--- config.mk ---
export PLATFORM = sky130hd
export DESIGN_NAME = bin2bcd_channel_bank
export DESIGN_NICKNAME = d
export VERILOG_FILES = /design/src/rtl/bin2bcd_channel_bank.sv
export SDC_FILE = /design/constraint.sdc
export NUM_CORES = 1
export LEC_CHECK = 0
export ABC_AREA = 0
export ABC_CLOCK_PERIOD_IN_PS = 2400
export CAP_MARGIN = 20
export CORE_MARGIN = 5
export CORE_UTILIZATION = 50
export DETAILED_ROUTE_END_ITERATION = 12
export PLACE_DENSITY = 0.8
export REMOVE_ABC_BUFFERS = 1
export SYNTH_ARGS = -nofsm -noshare
export SYNTH_HDL_FRONTEND = slang
export SYNTH_SLANG_ARGS = --single-unit
--- constraint.sdc ---
create_clock -name clk -period 2.4 [get_ports clk]
set_input_delay 0.24 -clock clk [delete_from_list [all_inputs] [get_ports clk]]
set_output_delay 0.24 -clock clk [all_outputs]
set_load 0.05 [all_outputs]
--- src/rtl/bin2bcd_channel_bank.sv ---
// Binary-to-BCD converter feeding a bank of per-channel packed-BCD display registers.
// Optional BIN2BCD_SCALE_MV_EN: treat in_data as an XADC word and scale it to 0..999 mV first.

module bin2bcd_chan_reg (
  input  logic        clk,
  input  logic        rst,
  input  logic        we,
  input  logic [15:0] d,
  output logic [15:0] q
);
  always_ff @(posedge clk or negedge rst) begin
    if (!rst)    q <= '0;
    else if (we) q <= d;
  end
endmodule

module bin2bcd_channel_bank #(
  parameter int CHANNELS = 13,
  parameter int MAX_VAL  = 9999
) (
  input  logic        clk,
  input  logic        rst,
  input  logic        in_valid,
  output logic        in_ready,
  input  logic [3:0]  in_ch,
  input  logic [15:0] in_data,
  output logic        done,
  output logic        sat,
  output logic        err,
  output logic [15:0] out0,
  output logic [15:0] out1,
  output logic [15:0] out2,
  output logic [15:0] out3,
  output logic [15:0] out4,
  output logic [15:0] out5,
  output logic [15:0] out6,
  output logic [15:0] out7,
  output logic [15:0] out8,
  output logic [15:0] out9,
  output logic [15:0] out10,
  output logic [15:0] out11,
  output logic [15:0] out12
);
  localparam int              NUM_PORTS = 13;
  localparam logic [4:0]      CH_LIM    = 5'(CHANNELS);
  localparam logic [15:0]     MAX_V     = 16'(MAX_VAL);

  typedef enum logic [1:0] {IDLE, MUL, SHIFT, STORE} state_t;

  state_t      state;
  logic [15:0] bcd, bin, bcd_adj;
  logic [3:0]  cnt, ch_q;
  logic        sat_q;
  logic        ch_oob, wr_en;
  logic [15:0] bank [NUM_PORTS];

  assign ch_oob = {1'b0, ch_q} >= CH_LIM;
  assign wr_en  = (state == STORE) && !ch_oob;

  // Double-dabble correction: any digit >= 5 would carry wrong after doubling.
  always_comb begin
    bcd_adj = bcd;
    for (int i = 0; i < 4; i++)
      if (bcd[4*i +: 4] >= 4'd5) bcd_adj[4*i +: 4] = bcd[4*i +: 4] + 4'd3;
  end

`ifdef BIN2BCD_SCALE_MV_EN
  // 12-bit code * 1000 fits in 22 bits; the top 10 bits are the millivolt value.
  logic [9:0] mv;
  assign mv = 10'(({10'd0, bin[15:4]} * 22'd1000) >> 12);
`endif

  always_ff @(posedge clk or negedge rst) begin
    if (!rst) begin
      state    <= IDLE;
      in_ready <= 1'b0;
      done     <= 1'b0;
      sat      <= 1'b0;
      err      <= 1'b0;
      bcd      <= '0;
      bin      <= '0;
      cnt      <= '0;
      ch_q     <= '0;
      sat_q    <= 1'b0;
    end else begin
      done <= 1'b0;
      sat  <= 1'b0;
      err  <= 1'b0;
      case (state)
        IDLE: begin
          if (in_valid && in_ready) begin
            in_ready <= 1'b0;
            ch_q     <= in_ch;
            bcd      <= '0;
            cnt      <= '0;
`ifdef BIN2BCD_SCALE_MV_EN
            bin      <= in_data;
            sat_q    <= 1'b0;
            state    <= MUL;
`else
            bin      <= (in_data > MAX_V) ? MAX_V : in_data;
            sat_q    <= in_data > MAX_V;
            state    <= SHIFT;
`endif
          end else begin
            in_ready <= 1'b1;
          end
        end
`ifdef BIN2BCD_SCALE_MV_EN
        MUL: begin
          bin   <= {6'd0, mv};
          state <= SHIFT;
        end
`endif
        SHIFT: begin
          {bcd, bin} <= {bcd_adj[14:0], bin, 1'b0};
          cnt        <= cnt + 4'd1;
          if (cnt == 4'd15) state <= STORE;
        end
        STORE: begin
          done     <= 1'b1;
          sat      <= sat_q;
          err      <= ch_oob;
          in_ready <= 1'b1;
          state    <= IDLE;
        end
        default: state <= IDLE;
      endcase
    end
  end

  // Port slots beyond CHANNELS are tied off so the fixed port list stays legal.
  generate
    for (genvar c = 0; c < NUM_PORTS; c++) begin : g_ch
      if (c < CHANNELS) begin : g_reg
        bin2bcd_chan_reg u_reg (
          .clk (clk),
          .rst (rst),
          .we  (wr_en && (ch_q == 4'(c))),
          .d   (bcd),
          .q   (bank[c])
        );
      end else begin : g_nc
        assign bank[c] = '0;
      end
    end
  endgenerate

  assign out0  = bank[0];
  assign out1  = bank[1];
  assign out2  = bank[2];
  assign out3  = bank[3];
  assign out4  = bank[4];
  assign out5  = bank[5];
  assign out6  = bank[6];
  assign out7  = bank[7];
  assign out8  = bank[8];
  assign out9  = bank[9];
  assign out10 = bank[10];
  assign out11 = bank[11];
  assign out12 = bank[12];
endmodule

==> results of run 1 <==
[final timing paths]
kind                                             endpoint  cells after the start  slack, ns  startpoint
worst max-delay path                             in_ready                      1       0.36    in_ready
worst min-delay path                               bin[3]                      3       0.26  in_data[3]
worst max register to register                    bin[12]                      6       0.39    state[0]
worst min register to register                    bin[14]                      2       0.47     bin[14]
max in group asynchronous        g_ch[3].g_reg.u_reg.q[7]                      3       1.36         rst
min in group asynchronous       g_ch[4].g_reg.u_reg.q[12]                      2       0.33         rst
[sequential cells by signal (all words and copies together) (netlist names), 2 cells and up]
register / flops
cnt: 4
state: 2
bcd: 16
bin: 16
g_ch.g_reg.u_reg.q: 208
ch_q: 4
[per-stage QoR]
step	setup slack [ns]	hold slack, ns	util
after floorplan	0.2396	-0.05559	-
after global placement	0.1484	0.2922	0.6361
after detailed placement	0.3826	0.3005	0.6367
after CTS	0.3417	0.2443	0.6796
after global routing	0.2290	0.2705	0.6796
final	0.3567	0.2575	0.6796
[cell families after synthesis]
logic type,synth area share
AO/OA/AOI/OAI,0.06782
buffers and inverters,0.03087
AND/OR/NAND/NOR,0.05901
XOR/XNOR,0.005207
multiplexers,0.1899
flip-flops,0.6323
adder cells (fa/ha/maj),0.01488
[Yosys cell counts, drive strengths merged]
| cell | instances | area, um^2 |
|---|---|---|
| a21boi | 1 | 11.26 |
| a21o | 2 | 15.01 |
| a21oi | 13 | 65.06 |
| a22o | 7 | 61.31 |
| a22oi | 4 | 30.03 |
| a31oi | 1 | 6.260 |
| a32o | 4 | 40.04 |
| and2 | 1 | 6.260 |
| and3 | 1 | 6.260 |
| buf | 23 | 187.7 |
| clkbuf | 20 | 75.07 |
| clkinv | 8 | 30.03 |
| dfrtp | 255 | 6381 |
| ha | 12 | 150.1 |
| inv | 5 | 18.77 |
| mux2 | 164 | 1877 |
| mux2i | 4 | 40.04 |
| nand2 | 63 | 239.0 |
| nand2b | 12 | 75.07 |
| nand3 | 6 | 35.03 |
| nand3b | 3 | 26.27 |
| nand4 | 1 | 6.260 |
| nand4bb | 1 | 11.26 |
| nor2 | 25 | 108.9 |
| nor2b | 2 | 12.51 |
| nor3 | 1 | 5.000 |
| nor3b | 4 | 41.29 |
| nor4 | 1 | 6.260 |
| nor4bb | 1 | 10.01 |
| o2111a | 1 | 11.26 |
| o21a | 1 | 7.510 |
| o21ai | 61 | 305.3 |
| o22ai | 12 | 75.07 |
| o311ai | 1 | 8.760 |
| o31ai | 4 | 30.03 |
| o32ai | 1 | 8.760 |
| o41ai | 1 | 8.760 |
| or2 | 1 | 6.260 |
| xnor2 | 5 | 43.79 |
| xor2 | 1 | 8.760 |
[layout make-up]
cell class,count,area (um^2)
Sequential cell,255,6381
Fill cell,1506,6421
Clock buffer,39,760.7
Tap cell,270,337.8
Timing Repair Buffer,262,2601
Inverter,13,48.80
Multi-Input combinational cell,423,3400
Clock inverter,10,88.84
[per-layer routing]
metal	global-route usage	wire length [um]
met5	0	0
met4	0.05308	584
met3	0.03840	1400
met2	0.3690	12620
met1	0.2941	10790
[power groups by stage]
stage	sequential (mW)	clock, mW	combinational, mW
3_5_place_dp	5.04	0	1.46
6_report	4.97	3.96	1.45
5_1_grt	5.02	4.23	1.64
4_1_cts	4.97	4.02	1.46
3_3_place_gp	5.03	0	1.38
2_1_floorplan	4.92	0	0.923
[repair_timing]
action / CTS / global route
setup buffers: 0 / 0
hold endpoints to repair: 80 / 0
setup endpoints to repair: 0 / 0
hold buffers: 1 / 0
==> impl_table.tex, run 1 <==
\begin{tabular}{lr}
\hline
Metric & Value \\
\hline
\multicolumn{2}{l}{\textbf{Run status}} \\
\quad Outcome & finished, final reports clean \\
\multicolumn{2}{l}{\textbf{Synth}} \\
\quad \#FFs+latches synth & around 260 \\
\quad Syn Inst Count & 734 \\
\quad Sequential-to-total area share from yosys stat & 0.6323 \\
\quad Mean instance size in the synthesized netlist & 13.75 um\^{}2 \\
\quad Number of warnings printed during yosys synthesis & 0 \\
\quad Number of unique standard cell types used by synthesis & approximately 50 \\
\quad Netlist Area Pre-Place & 0.01009 mm\^{}2 \\
\multicolumn{2}{l}{\textbf{Detailed routing}} \\
\quad Number of vias after detailed routing & 6762 \\
\quad Post-route DRC & 0 \\
\quad Final routed wirelength across all metal layers & 25.39 mm \\
\quad Drt initial violations & 322 \\
\quad Post-route ant nets & 0 \\
\quad Wirelength per Cell & $\sim$20 um \\
\quad Post-detailed-route via-to-cell ratio & 5.316 \\
\quad Pre-Repair DR Iteration Count & 4 \\
\multicolumn{2}{l}{\textbf{Global route}} \\
\quad Global route overflow & 0 \\
\quad Initial antenna violation count & 0 \\
\quad Largest net degree at the start of global routing & slightly below 90 \\
\quad Global-route wire length before repair & between 40 and 50 mm \\
\quad Overall track demand over capacity in global routing & 0.2174 \\
\quad Via count of the first global-routing pass & 6991 \\
\multicolumn{2}{l}{\textbf{Critical path}} \\
\quad WP data required & 2.16 ns \\
\quad Setup Crit Path Kind & flip-flop to output pin \\
\quad Buf/Inv on CP & 1 \\
\quad Crit path cell chain & clkdlybuf4s50\_1 \\
\quad Critical Path Fanout Max & 5 \\
\quad Largest stage delay on the critical path & 0.84 ns \\
\quad Startpoint type of the worst setup path & flip-flop \\
\quad Critical path data arrival time & 1.80 ns \\
\quad Critical path capture point type & output pin \\
\quad Slowest CP cell & clkdlybuf4s50\_1 \\
\quad Crit path max-delay family & buffers and inverters \\
\multicolumn{2}{l}{\textbf{Timing}} \\
\quad Final setup skew & 0.01406 ns \\
\quad Setup-violating endpoint count in the final report & 0 \\
\quad Worst slew pin tran & 0.6778 ns \\
\quad FMAX & 489.4 MHz \\
\quad Final number of max-transition violations & 0 \\
\quad Final worst path period share & 0.8514 \\
\quad Final Hold Viols & 0 \\
\quad Unrepaired setup endpoints after global routing & no \\
\quad Final TNS setup & 0 ns \\
\quad Max-Slew Margin vs Limit & 0.5481 \\
\quad Period minus WS final & approximately 2 ns \\
\multicolumn{2}{l}{\textbf{Placement}} \\
\quad Estimated wirelength of the detail-placed design & roughly 18 mm \\
\quad Post-detailed-placement cell area & 0.01276 mm\^{}2 \\
\quad Placer congestion estimate & 0.7802 \\
\quad Number of port buffers & 234 \\
\quad Number of instances in the placed design & around 1200 \\
\multicolumn{2}{l}{\textbf{Finish}} \\
\quad Most frequent standard cell in the layout excluding fill and tap cells & dfrtp\_1 \\
\quad Commonest cells after routing, fill and taps aside & dfrtp\_1 (255), clkdlybuf4s50\_1 (233), mux2\_2 (146) \\
\quad Signed area change from the synthesized netlist to the final layout & 34.94\% \\
\quad Final Net Count & around 1000 \\
\quad Ant diodes & 0 \\
\quad Total non-filler cell area in the finished layout & 0.01362 mm\^{}2 \\
\quad Fraction of final layout cells sized beyond drive strength 1 & 0.2335 \\
\quad Fin cells & 1272 \\
\multicolumn{2}{l}{\textbf{Run}} \\
\quad Number of maximum-capacitance constraint violations & 0 \\
\multicolumn{2}{l}{\textbf{CTS}} \\
\quad Post-cts repair resize count & 0 \\
\quad Clock Sink Count & 255 \\
\quad Clock buffers created by TritonCTS & 27 \\
\quad Clock slew at reported path FFs & 0.06 ns \\
\quad TritonCTS clock tree & built \\
\quad Clock root cell & clkbuf\_16 \\
\quad Maximum level of the CTS H-tree & 1 \\
\quad Clock tree buffer depth & 3 \\
\quad Skew-Pair Late Insertion Delay & $\sim$0.52 ns \\
\multicolumn{2}{l}{\textbf{Die}} \\
\quad Site Rows & 52 \\
\quad Initial Util & 0.5036 \\
\quad Die area & 0.02313 mm\^{}2 \\
\quad Area of the placeable core & 0.02004 mm\^{}2 \\
\quad Top-level port count & approximately 240 \\
\quad Die Y-Extent & 152.1 um \\
\quad Die width & 152.1 um \\
\multicolumn{2}{l}{\textbf{Power and ir drop}} \\
\quad Maximum resistive drop on vdd & 0.0006488 V \\
\quad Power after layout & 10.37 mW \\
\quad Switching power share of the total & 0.2797 \\
\quad Leakage power of the design & approximately 6.4 nW \\
\quad Power share of the combinational group & 0.140 \\
\quad Switch Pwr & approximately 2.9 mW \\
\quad Cell internal pwr & 7.471 mW \\
\quad PwrDens & between 700 and 800 mW/mm\^{}2 \\
\quad Power share of the clock group & 0.381 \\
\quad Fraction of power consumed by sequential logic & 0.479 \\
\multicolumn{2}{l}{\textbf{Min path}} \\
\quad Kind of path behind the tightest hold check & primary input to flip-flop \\
\hline
\end{tabular}
Power figures use the tool's default switching activity.
==> inputs of run 2 (changes only) <==
--- a/config.mk
+++ b/config.mk
@@ -13,6 +13,7 @@
 export DETAILED_ROUTE_END_ITERATION = 12
 export PLACE_DENSITY = 0.8
 export REMOVE_ABC_BUFFERS = 1
+export SKIP_LAST_GASP = 1
 export SYNTH_ARGS = -nofsm -noshare
 export SYNTH_HDL_FRONTEND = slang
 export SYNTH_SLANG_ARGS = --single-unit
==> results of run 2 <==
The final DEF is identical to that of run 1; final timing and power are the same.
==> inputs of run 3 (changes only) <==
--- a/config.mk
+++ b/config.mk
@@ -9,9 +9,9 @@
 export ABC_CLOCK_PERIOD_IN_PS = 2400
 export CAP_MARGIN = 20
 export CORE_MARGIN = 5
-export CORE_UTILIZATION = 50
+export CORE_UTILIZATION = 40
 export DETAILED_ROUTE_END_ITERATION = 12
-export PLACE_DENSITY = 0.8
+export PLACE_DENSITY = 0.66
 export REMOVE_ABC_BUFFERS = 1
 export SKIP_LAST_GASP = 1
 export SYNTH_ARGS = -nofsm -noshare
==> run 3 against run 2 <==
  * Design area rose by 0.84%
  * Non-clock buffer count rose by 3
  * Worst hold slack got worse by 0.017 ns
  * Fmax fell by 0.39%
  * Register-to-register slack barely moved
  * Final cell count rose by 4.8%
  * Critical path type unchanged
  * Largest cell class unchanged
==> impl_table.tex, run 3 (same netlist as run 1, synthesis figures left out) <==
\begin{tabular}{lr}
\hline
Metric & Value \\
\hline
\multicolumn{2}{l}{\textbf{Critical path}} \\
\quad Critical path depth & 1 (unchanged) \\
\quad WP data required & 2.16 ns (about the same) \\
\quad Worst reg2reg path depth & 5 (-1) \\
\quad Largest stage delay on the critical path & 0.84 ns (about the same) \\
\quad Endpoint of the most critical register-to-register path & g\_ch[12].g\_reg.u\_reg.q[5] \\
\quad Crit path cell chain & clkdlybuf4s50\_1 \\
\quad Slowest CP cell & clkdlybuf4s50\_1 \\
\quad Buf/Inv on CP & 1 (unchanged) \\
\quad Crit path max-delay family & buffers and inverters \\
\quad Startpoint of the lowest-slack register-to-register path & state[1] \\
\quad Critical path capture point type & output pin \\
\quad Critical Path Fanout Max & 5 (unchanged) \\
\quad Setup Crit Path Kind & flip-flop to output pin \\
\quad Critical path data arrival time & 1.81 ns (about the same) \\
\quad Startpoint type of the worst setup path & flip-flop \\
\quad Worst setup slack for register-to-register paths & 0.40 ns (about the same) \\
\multicolumn{2}{l}{\textbf{Die}} \\
\quad Area of the placeable core & 0.02504 mm\^{}2 (+25\%) \\
\quad Initial Util & 0.4031 (-0.1005) \\
\quad Site Rows & 58 (+12\%) \\
\quad Die width & 168.8 um (+11\%) \\
\quad Die Y-Extent & 168.8 um (+11\%) \\
\quad Die area & 0.02851 mm\^{}2 (+23\%) \\
\quad Top-level port count & 235 (unchanged) \\
\multicolumn{2}{l}{\textbf{Run status}} \\
\quad Outcome & finished, final reports clean \\
\multicolumn{2}{l}{\textbf{Timing}} \\
\quad Hold\_ws & 0.2406 ns (-0.01691 ns) \\
\quad Final setup skew & 0.01196 ns (-0.002101 ns) \\
\quad Worst slew pin tran & 0.6377 ns (-0.04005 ns) \\
\quad FMAX & 487.5 MHz (-0.39\%) \\
\quad Setup-violating endpoint count in the final report & 0 (unchanged) \\
\quad Final number of max-transition violations & 0 (unchanged) \\
\quad Final Hold Viols & 0 (unchanged) \\
\quad Final TNS setup & 0 ns (unchanged) \\
\quad Max-Slew Margin vs Limit & 0.5748 (+0.02670) \\
\quad Final worst path period share & 0.8547 (+0.003356) \\
\quad Unrepaired setup endpoints after global routing & no \\
\quad Period minus WS final & 2.051 ns (+0.008055 ns) \\
\multicolumn{2}{l}{\textbf{Placement}} \\
\quad Estimated wirelength of the detail-placed design & 18.03 mm (+2.9\%) \\
\quad Number of port buffers & 234 (unchanged) \\
\quad Placer congestion estimate & 0.7744 (-0.74\%) \\
\multicolumn{2}{l}{\textbf{CTS}} \\
\quad Post-CTS Repair Setup Buffers & 0 (unchanged) \\
\quad Clock tree buffer depth & 3 (unchanged) \\
\quad TritonCTS clock tree & built \\
\quad Maximum level of the CTS H-tree & 1 (unchanged) \\
\quad Clock slew at reported path FFs & 0.06 ns (about the same) \\
\quad Clock root cell & clkbuf\_16 \\
\quad Skew-Pair Late Insertion Delay & 0.52 ns (about the same) \\
\quad Clock Sink Count & 255 (unchanged) \\
\quad Clock buffers created by TritonCTS & 27 (unchanged) \\
\multicolumn{2}{l}{\textbf{Power and ir drop}} \\
\quad Leakage power of the design & 6.379 nW (+0.26\%) \\
\quad Power after layout & 10.45 mW (+0.78\%) \\
\quad PwrDens & 761.2 mW/mm\^{}2 (about the same) \\
\quad Maximum resistive drop on vdd & 0.0006441 V (-0.72\%) \\
\multicolumn{2}{l}{\textbf{Finish}} \\
\quad Share of the core filled with cells in the final layout & 0.5485 (-0.1311) \\
\quad Ant diodes & 0 (unchanged) \\
\quad Flip-flop count of the largest register, all copies and words added & 208 (unchanged) \\
\quad Fill cell count & 2139 (+42\%) \\
\quad Multi-input gate area in the final layout & 0.003400 mm\^{}2 (unchanged) \\
\quad Commonest cells after routing, fill and taps aside & dfrtp\_1 (255), clkdlybuf4s50\_1 (233), mux2\_2 (146) \\
\quad Final Net Count & 1020 (+0.29\%) \\
\quad Reg area & 0.006381 mm\^{}2 (unchanged) \\
\quad Fraction of final layout cells sized beyond drive strength 1 & 0.2343 (+0.0007642) \\
\quad Most frequent standard cell in the layout excluding fill and tap cells & dfrtp\_1 \\
\quad Top flop regs & g\_ch.g\_reg.u\_reg.q: 208 flops, bcd: 16 flops, bin: 16 flops \\
\quad Signed area change from the synthesized netlist to the final layout & 36.06\% \\
\quad Most flops, register & g\_ch.g\_reg.u\_reg.q \\
\multicolumn{2}{l}{\textbf{Detailed routing}} \\
\quad Wirelength per Cell & 19.27 um (-3.5\%) \\
\quad Drt initial violations & 394 (+22\%) \\
\quad Post-detailed-route via-to-cell ratio & 4.956 (-6.8\%) \\
\quad Post-route DRC & 0 (unchanged) \\
\quad Post-route ant nets & 0 (unchanged) \\
\quad Pre-Repair DR Iteration Count & 4 (unchanged) \\
\quad Number of vias after detailed routing & 6606 (-2.3\%) \\
\quad Final routed wirelength across all metal layers & 25.69 mm (+1.2\%) \\
\multicolumn{2}{l}{\textbf{Global route}} \\
\quad Initial antenna violation count & 0 (unchanged) \\
\quad Via count of the first global-routing pass & 6770 (-3.2\%) \\
\quad Global route overflow & 0 (unchanged) \\
\quad Global-route wire length before repair & 40.45 mm (-0.91\%) \\
\quad Overall track demand over capacity in global routing & 0.1780 (-0.03943) \\
\quad Largest net degree at the start of global routing & 61 (-31\%) \\
\multicolumn{2}{l}{\textbf{Min path}} \\
\quad Kind of path behind the tightest hold check & primary input to asynchronous set/reset pin \\
\multicolumn{2}{l}{\textbf{Run}} \\
\quad Number of maximum-capacitance constraint violations & 0 (unchanged) \\
\hline
\end{tabular}
==> run 3: worst max-delay path by stage <==
stage                  start        to  slack, ns
floorplan           state[0]   bcd[11]       0.24
global placement    in_valid   bin[11]       0.16
detailed placement  in_valid    bin[1]       0.35
CTS                 in_ready  in_ready       0.33
global route          bcd[5]    bcd[6]       0.22
finish              in_ready  in_ready       0.35
==> run 3: timing repair <==
| action | CTS | global route |
|---|---|---|
| hold buffers | 1 | 0 |
| setup endpoints to repair | 0 | 0 |
| resized for setup | 0 | 0 |
| endpoints found under the hold margin | 55 | 0 |
==> run 3: layout make-up <==
cell class	instances	area share
Sequential cell	255	0.4647
Multi-Input combinational cell	423	0.2476
Timing Repair Buffer	265	0.1929
Clock buffer	40	0.05640
Tap cell	330	0.03007
Clock inverter	7	0.004829
Inverter	13	0.003554
==> run 3: metrics by stage <==
| step | instance area [um^2] | cells | worst slack, ns |
|---|---|---|---|
| 6_report | 13730 | 1333 | 0.3487 |
| 5_1_grt | 13730 | 1333 | 0.2185 |
| 4_1_cts | 13730 | 1333 | 0.3320 |
| 3_5_place_dp | 12880 | 1285 | 0.3521 |
| 3_3_place_gp | 12870 | 1284 | 0.1611 |
| 2_1_floorplan | 9829 | 691 | 0.2396 |
==> run 3: report_power, final <==
part | leakage (nW) | internal (mW) | total [mW] | switching [mW]
Clock | 0.412 | 2.33 | 3.95 | 1.63
Sequential | 3.51 | 4.57 | 4.93 | 0.361
Combinational | 2.46 | 0.649 | 1.57 | 0.920
Total | 6.38 | 7.54 | 10.5 | 2.91
==> run 3: metal layers <==
metal  global-route usage  wire length, um  vias to the layer above
met5                    0                0                        -
li1                     -                -                     3073
met4              0.03881              476                        0
met1               0.2472            11260                     3318
met3              0.03176             1562                       32
met2               0.2951            12390                      183
